===== config.mk =====
export PLATFORM = sky130hd
export DESIGN_NAME = data_memory_ctrl_flat
export DESIGN_NICKNAME = d
export VERILOG_FILES = /design/src/rtl/data_memory_ctrl_if.sv /design/src/rtl/data_memory_ctrl.sv /design/src/flat_wrapper.sv
export SDC_FILE = /design/constraint.sdc
export NUM_CORES = 2
export LEC_CHECK = 0
export CAP_MARGIN = 10
export CELL_PAD_IN_SITES_DETAIL_PLACEMENT = 0
export CELL_PAD_IN_SITES_GLOBAL_PLACEMENT = 1
export CORE_ASPECT_RATIO = 1.1
export CORE_MARGIN = 3
export CORE_UTILIZATION = 45
export DETAILED_ROUTE_END_ITERATION = 6
export HOLD_SLACK_MARGIN = 0.1
export PLACE_DENSITY_LB_ADDON = 0.25
export SLEW_MARGIN = 20
export SYNTH_ARGS = -nofsm -noshare
export SYNTH_HDL_FRONTEND = slang
export SYNTH_SLANG_ARGS = --single-unit

===== constraint.sdc =====
create_clock -name clk -period 9.22 [get_ports clk]
set_clock_uncertainty 0.2 [all_clocks]
set_input_delay 1.383 -clock clk [delete_from_list [all_inputs] [get_ports clk]]
set_output_delay 1.383 -clock clk [all_outputs]
set_load 0.005 [all_outputs]

===== src/rtl/data_memory_ctrl_if.sv =====
// Request/response bundle between the MEM-stage pipeline logic and data_memory_ctrl.
// The master issues load/store requests; the slave (the memory) returns the registered response.
interface data_memory_ctrl_if #(
  parameter int DATA_W = 32,
  parameter int ADDR_W = 32
);
  logic              mem_read;
  logic              mem_write;
  logic [1:0]        size;
  logic              load_unsigned;
  logic [ADDR_W-1:0] address;
  logic [DATA_W-1:0] write_data;
  logic [DATA_W-1:0] read_data;
  logic              valid;
  logic              misaligned;
  logic              out_of_range;
  logic              ready;

  modport master (
    output mem_read, mem_write, size, load_unsigned, address, write_data,
    input  read_data, valid, misaligned, out_of_range, ready
  );

  modport slave (
    input  mem_read, mem_write, size, load_unsigned, address, write_data,
    output read_data, valid, misaligned, out_of_range, ready
  );
endinterface


===== src/rtl/data_memory_ctrl.sv =====
// Byte-addressable data memory for the MEM stage: byte/half/word loads and stores,
// registered response with error flags, and a post-reset clear sweep over every word.
module data_memory_ctrl #(
  parameter int DATA_W = 32,
  parameter int DEPTH  = 64,
  parameter int ADDR_W = 32
) (
  input  logic             clk,
  input  logic             rst,
  data_memory_ctrl_if.slave bus
);
  localparam int IDX_W = $clog2(DEPTH);
  // One extra bit so the range limit never truncates for small ADDR_W.
  localparam logic [ADDR_W:0] LIMIT = (ADDR_W+1)'(DEPTH * 4);

  typedef enum logic {ST_INIT, ST_READY} state_t;

  state_t             state_reg, state_next;
  logic [IDX_W-1:0]   cnt_reg, cnt_next;
  logic [DATA_W-1:0]  read_data_reg, read_data_next;
  logic               valid_reg, valid_next;
  logic               misaligned_reg, misaligned_next;
  logic               oor_reg, oor_next;

  logic [IDX_W-1:0]   word_idx;
  logic [1:0]         lane;
  logic               req_misaligned;
  logic               req_oor;
  logic               req_any;
  logic               do_store;
  logic               do_load;
  logic [3:0]         mem_we;
  logic [IDX_W-1:0]   mem_idx;
  logic [3:0][7:0]    mem_wdata;
  logic [DATA_W-1:0]  rd_word;
  logic [7:0]         rd_byte;
  logic [15:0]        rd_half;
  logic [DATA_W-1:0]  load_data;

  assign word_idx = bus.address[IDX_W+1:2];
  assign lane     = bus.address[1:0];

  assign req_misaligned = (bus.size == 2'b11)
                        | ((bus.size == 2'b01) & bus.address[0])
                        | ((bus.size == 2'b10) & (|bus.address[1:0]));
  assign req_oor  = ({1'b0, bus.address} >= LIMIT);

  assign req_any  = (state_reg == ST_READY) & (bus.mem_read | bus.mem_write);
  assign do_store = req_any & bus.mem_write & ~req_misaligned & ~req_oor;
  assign do_load  = req_any & ~bus.mem_write & ~req_misaligned & ~req_oor;

  // Write port: clear sweep during INIT, lane-enabled store in READY.
  always_comb begin
    mem_we    = 4'b0000;
    mem_idx   = word_idx;
    mem_wdata = bus.write_data;
    if (state_reg == ST_INIT) begin
      mem_we    = 4'b1111;
      mem_idx   = cnt_reg;
      mem_wdata = '0;
    end else if (do_store) begin
      case (bus.size)
        2'b00: begin
          mem_we    = 4'b0001 << lane;
          mem_wdata = {4{bus.write_data[7:0]}};
        end
        2'b01: begin
          mem_we    = bus.address[1] ? 4'b1100 : 4'b0011;
          mem_wdata = {2{bus.write_data[15:0]}};
        end
        default: begin
          mem_we    = 4'b1111;
          mem_wdata = bus.write_data;
        end
      endcase
    end
    // A store landing on the same edge as reset assertion must be dropped.
    if (!rst) begin
      mem_we = 4'b0000;
    end
  end

  generate
    for (genvar gi = 0; gi < 4; gi++) begin : g_lane
      logic [7:0] lane_mem [DEPTH];

      always_ff @(posedge clk) begin
        if (mem_we[gi]) begin
          lane_mem[mem_idx] <= mem_wdata[gi];
        end
      end

      assign rd_word[gi*8 +: 8] = lane_mem[word_idx];
    end
  endgenerate

  assign rd_byte = rd_word[{lane, 3'b000} +: 8];
  assign rd_half = bus.address[1] ? rd_word[31:16] : rd_word[15:0];

  always_comb begin
    load_data = rd_word;
    case (bus.size)
      2'b00:   load_data = {{(DATA_W-8){~bus.load_unsigned & rd_byte[7]}}, rd_byte};
      2'b01:   load_data = {{(DATA_W-16){~bus.load_unsigned & rd_half[15]}}, rd_half};
      default: load_data = rd_word;
    endcase
  end

  always_comb begin
    state_next      = state_reg;
    cnt_next        = cnt_reg;
    valid_next      = req_any;
    misaligned_next = req_any & req_misaligned;
    oor_next        = req_any & req_oor;
    read_data_next  = read_data_reg;
    if (do_load) begin
      read_data_next = load_data;
    end else if (req_any) begin
      read_data_next = '0;
    end
    if (state_reg == ST_INIT) begin
      cnt_next = cnt_reg + 1'b1;
      if (cnt_reg == IDX_W'(DEPTH - 1)) begin
        state_next = ST_READY;
        cnt_next   = '0;
      end
    end
  end

  always_ff @(posedge clk or negedge rst) begin
    if (!rst) begin
      state_reg      <= ST_INIT;
      cnt_reg        <= '0;
      read_data_reg  <= '0;
      valid_reg      <= 1'b0;
      misaligned_reg <= 1'b0;
      oor_reg        <= 1'b0;
    end else begin
      state_reg      <= state_next;
      cnt_reg        <= cnt_next;
      read_data_reg  <= read_data_next;
      valid_reg      <= valid_next;
      misaligned_reg <= misaligned_next;
      oor_reg        <= oor_next;
    end
  end

  assign bus.read_data    = read_data_reg;
  assign bus.valid        = valid_reg;
  assign bus.misaligned   = misaligned_reg;
  assign bus.out_of_range = oor_reg;
  assign bus.ready        = (state_reg == ST_READY);
endmodule


===== src/flat_wrapper.sv =====
// flat-port wrapper written by rule: the top's interface ports become plain ports
module data_memory_ctrl_flat 
#(
  parameter int DATA_W = 32,
  parameter int DEPTH  = 64,
  parameter int ADDR_W = 32
)
  (clk, rst, bus_mem_read, bus_mem_write, bus_size, bus_load_unsigned, bus_address, bus_write_data, bus_read_data, bus_valid, bus_misaligned, bus_out_of_range, bus_ready);
  data_memory_ctrl_if #(.DATA_W(DATA_W), .ADDR_W(ADDR_W)) bus_i ();
  input  logic clk;
  input  logic rst;
  input wire logic [$bits(bus_i.mem_read)-1:0] bus_mem_read;
  input wire logic [$bits(bus_i.mem_write)-1:0] bus_mem_write;
  input wire logic [$bits(bus_i.size)-1:0] bus_size;
  input wire logic [$bits(bus_i.load_unsigned)-1:0] bus_load_unsigned;
  input wire logic [$bits(bus_i.address)-1:0] bus_address;
  input wire logic [$bits(bus_i.write_data)-1:0] bus_write_data;
  output wire logic [$bits(bus_i.read_data)-1:0] bus_read_data;
  output wire logic [$bits(bus_i.valid)-1:0] bus_valid;
  output wire logic [$bits(bus_i.misaligned)-1:0] bus_misaligned;
  output wire logic [$bits(bus_i.out_of_range)-1:0] bus_out_of_range;
  output wire logic [$bits(bus_i.ready)-1:0] bus_ready;
  assign bus_i.mem_read = bus_mem_read;
  assign bus_i.mem_write = bus_mem_write;
  assign bus_i.size = bus_size;
  assign bus_i.load_unsigned = bus_load_unsigned;
  assign bus_i.address = bus_address;
  assign bus_i.write_data = bus_write_data;
  assign bus_read_data = bus_i.read_data;
  assign bus_valid = bus_i.valid;
  assign bus_misaligned = bus_i.misaligned;
  assign bus_out_of_range = bus_i.out_of_range;
  assign bus_ready = bus_i.ready;
  data_memory_ctrl #(.DATA_W(DATA_W), .DEPTH(DEPTH), .ADDR_W(ADDR_W)) u_core (.clk(clk), .rst(rst), .bus(bus_i));
endmodule

==> impl_metrics.ini <==
[yosys]
synth_seq_cells = 2090
yosysWarnings = 0
netlist_instances = 3952
synth.net_count = 4024
synth_top_area_share_pct = 74.5
async_reset_ff_share_pct = 2.01
syn_area_um2 = 82600
ys_seq_area_share_pct = 75.8
synth_edf_count = 2048
synth_top_area_cell = edfxtp_1
synth_area_per_cell_um2 = 20.9
synth.distinct_cells = 69
synthTopCellsByCount = 2048 x edfxtp_1, 512 x mux4_2, 323 x nor2_1, 172 x mux2i_1, 153 x nand2_1
synth_most_common_cell = edfxtp_1
ys.flop_type = edfxtp_1
synth_area_leaders = edfxtp_1 74%, mux4_2 14%, mux2i_1 2.1%

[clock_tree]
ctsLongestPathBuffers = 3
root_buffer = clkbuf_16
ctsResizeCount = 0
clk_latency_ns = 0.86
cts_hold_buf = 0
cts_tree = yes
cts_made_buffers = 204
h-tree-depth = 4
clock_sinks = 2090
clk_pin_slew_ns = 0.06
cts_setup_buffers = 0

[setup_path]
path_delay_family = compound AO/OA/AOI/OAI gates
start_kind = input pin
r2r_end = u_core.g_lane[3].lane_mem[61][1]
critPathMostFrequentCell = a31oi_1
worstReg2RegStart = u_core.bus.ready
crit_required_ns = 9.82
crit_type = input pin to flop
reg2reg_depth = 7
slowest_stage = nor4_1
ff2ff_setup_slack_ns = 4.56
crit_path_end_kind = flop
arrival_ns = 6.20
crit_fanout = 56
slowest_delay_ns = 0.97
path_buf_inv = 2
cp_cell_sequence = buf_8, buf_4, mux4_2, nand2_1, a31oi_1, a31oi_1, nor4_1, o21ai_1, a31oi_2, a221o_1

[drt]
drtAntennaViolNets = 0
wl_um = 239000
vias = 41901
vias_per_cell = 6.23
drtIter0Drc = 5816
route.detailed.drc = 3
drtPass1Iterations = 7
routedWlPerCell_um = 35.6

[global_routing]
grt-ovfl-total = 0
grt_start_max_net_pins = 88
antenna_found_initial = 13
grt_pass1_vias = 41269
grt_first_pass_wirelength_um = 332000
grt_usage_pct = 25.3

[sta]
rsz0062_at_grt = false
fin_crit_ns = 5.60
period_share_pct = 60.7
drv_slew = 0
tightest_slew_ns = 1.17
hold_viol_final = 0
setup_viol_count_final = 0
fmax_mhz = 179
final.setup.tns_ns = 0
slew_headroom_pct = 21.9

[die]
rows = 164
die-height_um = 455
core-area_um2 = 182000
start_util_pct = 45.4
die_area_um2 = 189000
io_pins = 107
die_w_um = 414

[pwr]
p_total_mw = 19.3
power.leakage_nw = 24.2
ir_drop_uv = 201
clock_power_share_pct = 44.0
pwr_density_cell_nw_per_um2 = 207
p_sw_mw = 3.96
pwr-share-seq_pct = 53.2
power.internal_mw = 15.3
swShare_pct = 20.5
p_comb_share_pct = 2.8

[worst_hold_path]
hold_end = u_core.bus.read_data[22]
hold_path_class = flop to flop
min_path_cells = 1
min_from = u_core.bus.read_data[22]

[finish]
largest_register_ffs = 2048
drive_gt1_share_pct = 22.7
layout.cells.non_filler = 6722
nets = 4199
area.growth.synth_to_final_pct = 12.7

[place]
place_congestion = 0.915
dp_hpwl_um = 153000
numPortBuffers = 106
place_inst = 6328

[outcome]
violations = design-rule violations
outcome = complete, but fails checks

[run]
drv_cap = 0
==> worst max path at each step <==
stage	start	to	slack, ns	depth (start not counted)
global placement	bus_address[2]	u_core.bus.read_data[22]	2.75	10
finish	bus_address[2]	u_core.bus.read_data[22]	3.62	10
detailed placement	bus_address[2]	u_core.bus.read_data[18]	2.78	10
global route	bus_address[2]	u_core.bus.read_data[23]	3.50	10
CTS	bus_address[2]	u_core.bus.read_data[22]	3.68	10
floorplan	bus_address[8]	u_core.g_lane[2].lane_mem[0][4]	2.84	8
==> cell usage in the layout, fill, tap and decap left out, types with 41 or more instances in the layout <==
cell             instances
a21oi_1                 46
buf_4                   78
clkbuf_16              209
clkdlybuf4s50_1         99
clkinv_1                46
dfrtp_1                 41
edfxtp_1              2048
mux2i_1                172
mux4_2                 512
nand2_1                149
nor2_1                 315
o221ai_1                42
==> cells by family after synthesis <==
family	after synthesis	synth area share (%)
and+or+nand+nor	601	3.08
buffers and inverters	225	1.63
adders and majority gates	1	0.0152
xor gates and xnor gates	2	0.0212
DFF	2090	75.8
AOI/OAI and AO/OA	321	2.83
muxes	712	16.7
==> power groups by stage <==
stage / sequential (mW) / combinational [mW] / clock, mW
after floorplan: 10.5 / 0.354 / 0
after global placement: 10.5 / 0.550 / 0
after detailed placement: 10.5 / 0.550 / 0
after CTS: 10.3 / 0.551 / 8.60
after global routing: 10.3 / 0.571 / 8.97
final: 10.3 / 0.549 / 8.49
==> metrics by stage <==
step	cell area [µm²]	worst slack (ns)	hold slack, ns	utilization [%]
4_1_cts	93000	3.68	0.349	51.1
2_1_floorplan	82600	2.84	0.270	-
6_report	93100	3.62	0.359	51.1
5_1_grt	93000	3.50	0.357	51.1
3_5_place_dp	86200	2.78	0.322	47.4
3_3_place_gp	86200	2.75	0.331	47.4
==> per-layer routing <==
| metal | wire (µm) | track usage, % | up-vias | share of wire (%) |
|---|---|---|---|---|
| li1 | - | - | 16830 | - |
| met1 | 92600 | 33.3 | 22471 | 39 |
| met2 | 115000 | 40.1 | 2125 | 48 |
| met3 | 18700 | 5.61 | 473 | 7.8 |
| met4 | 13000 | 12.6 | 2 | 5.4 |
| met5 | 13 | 0.548 | - | 0.0054 |
==> layout make-up <==
type / instances / area, µm²
clock buffer: 253 / 5470
clock inverter: 125 / 1320
multi-input combinational: 1637 / 18900
fill: 14311 / 88900
tap: 2407 / 3010
timing repair buffer: 188 / 1730
inverter: 6 / 23.8
sequential: 2090 / 62600
antenna: 16 / 40.0
Power figures use the tool's default switching activity.
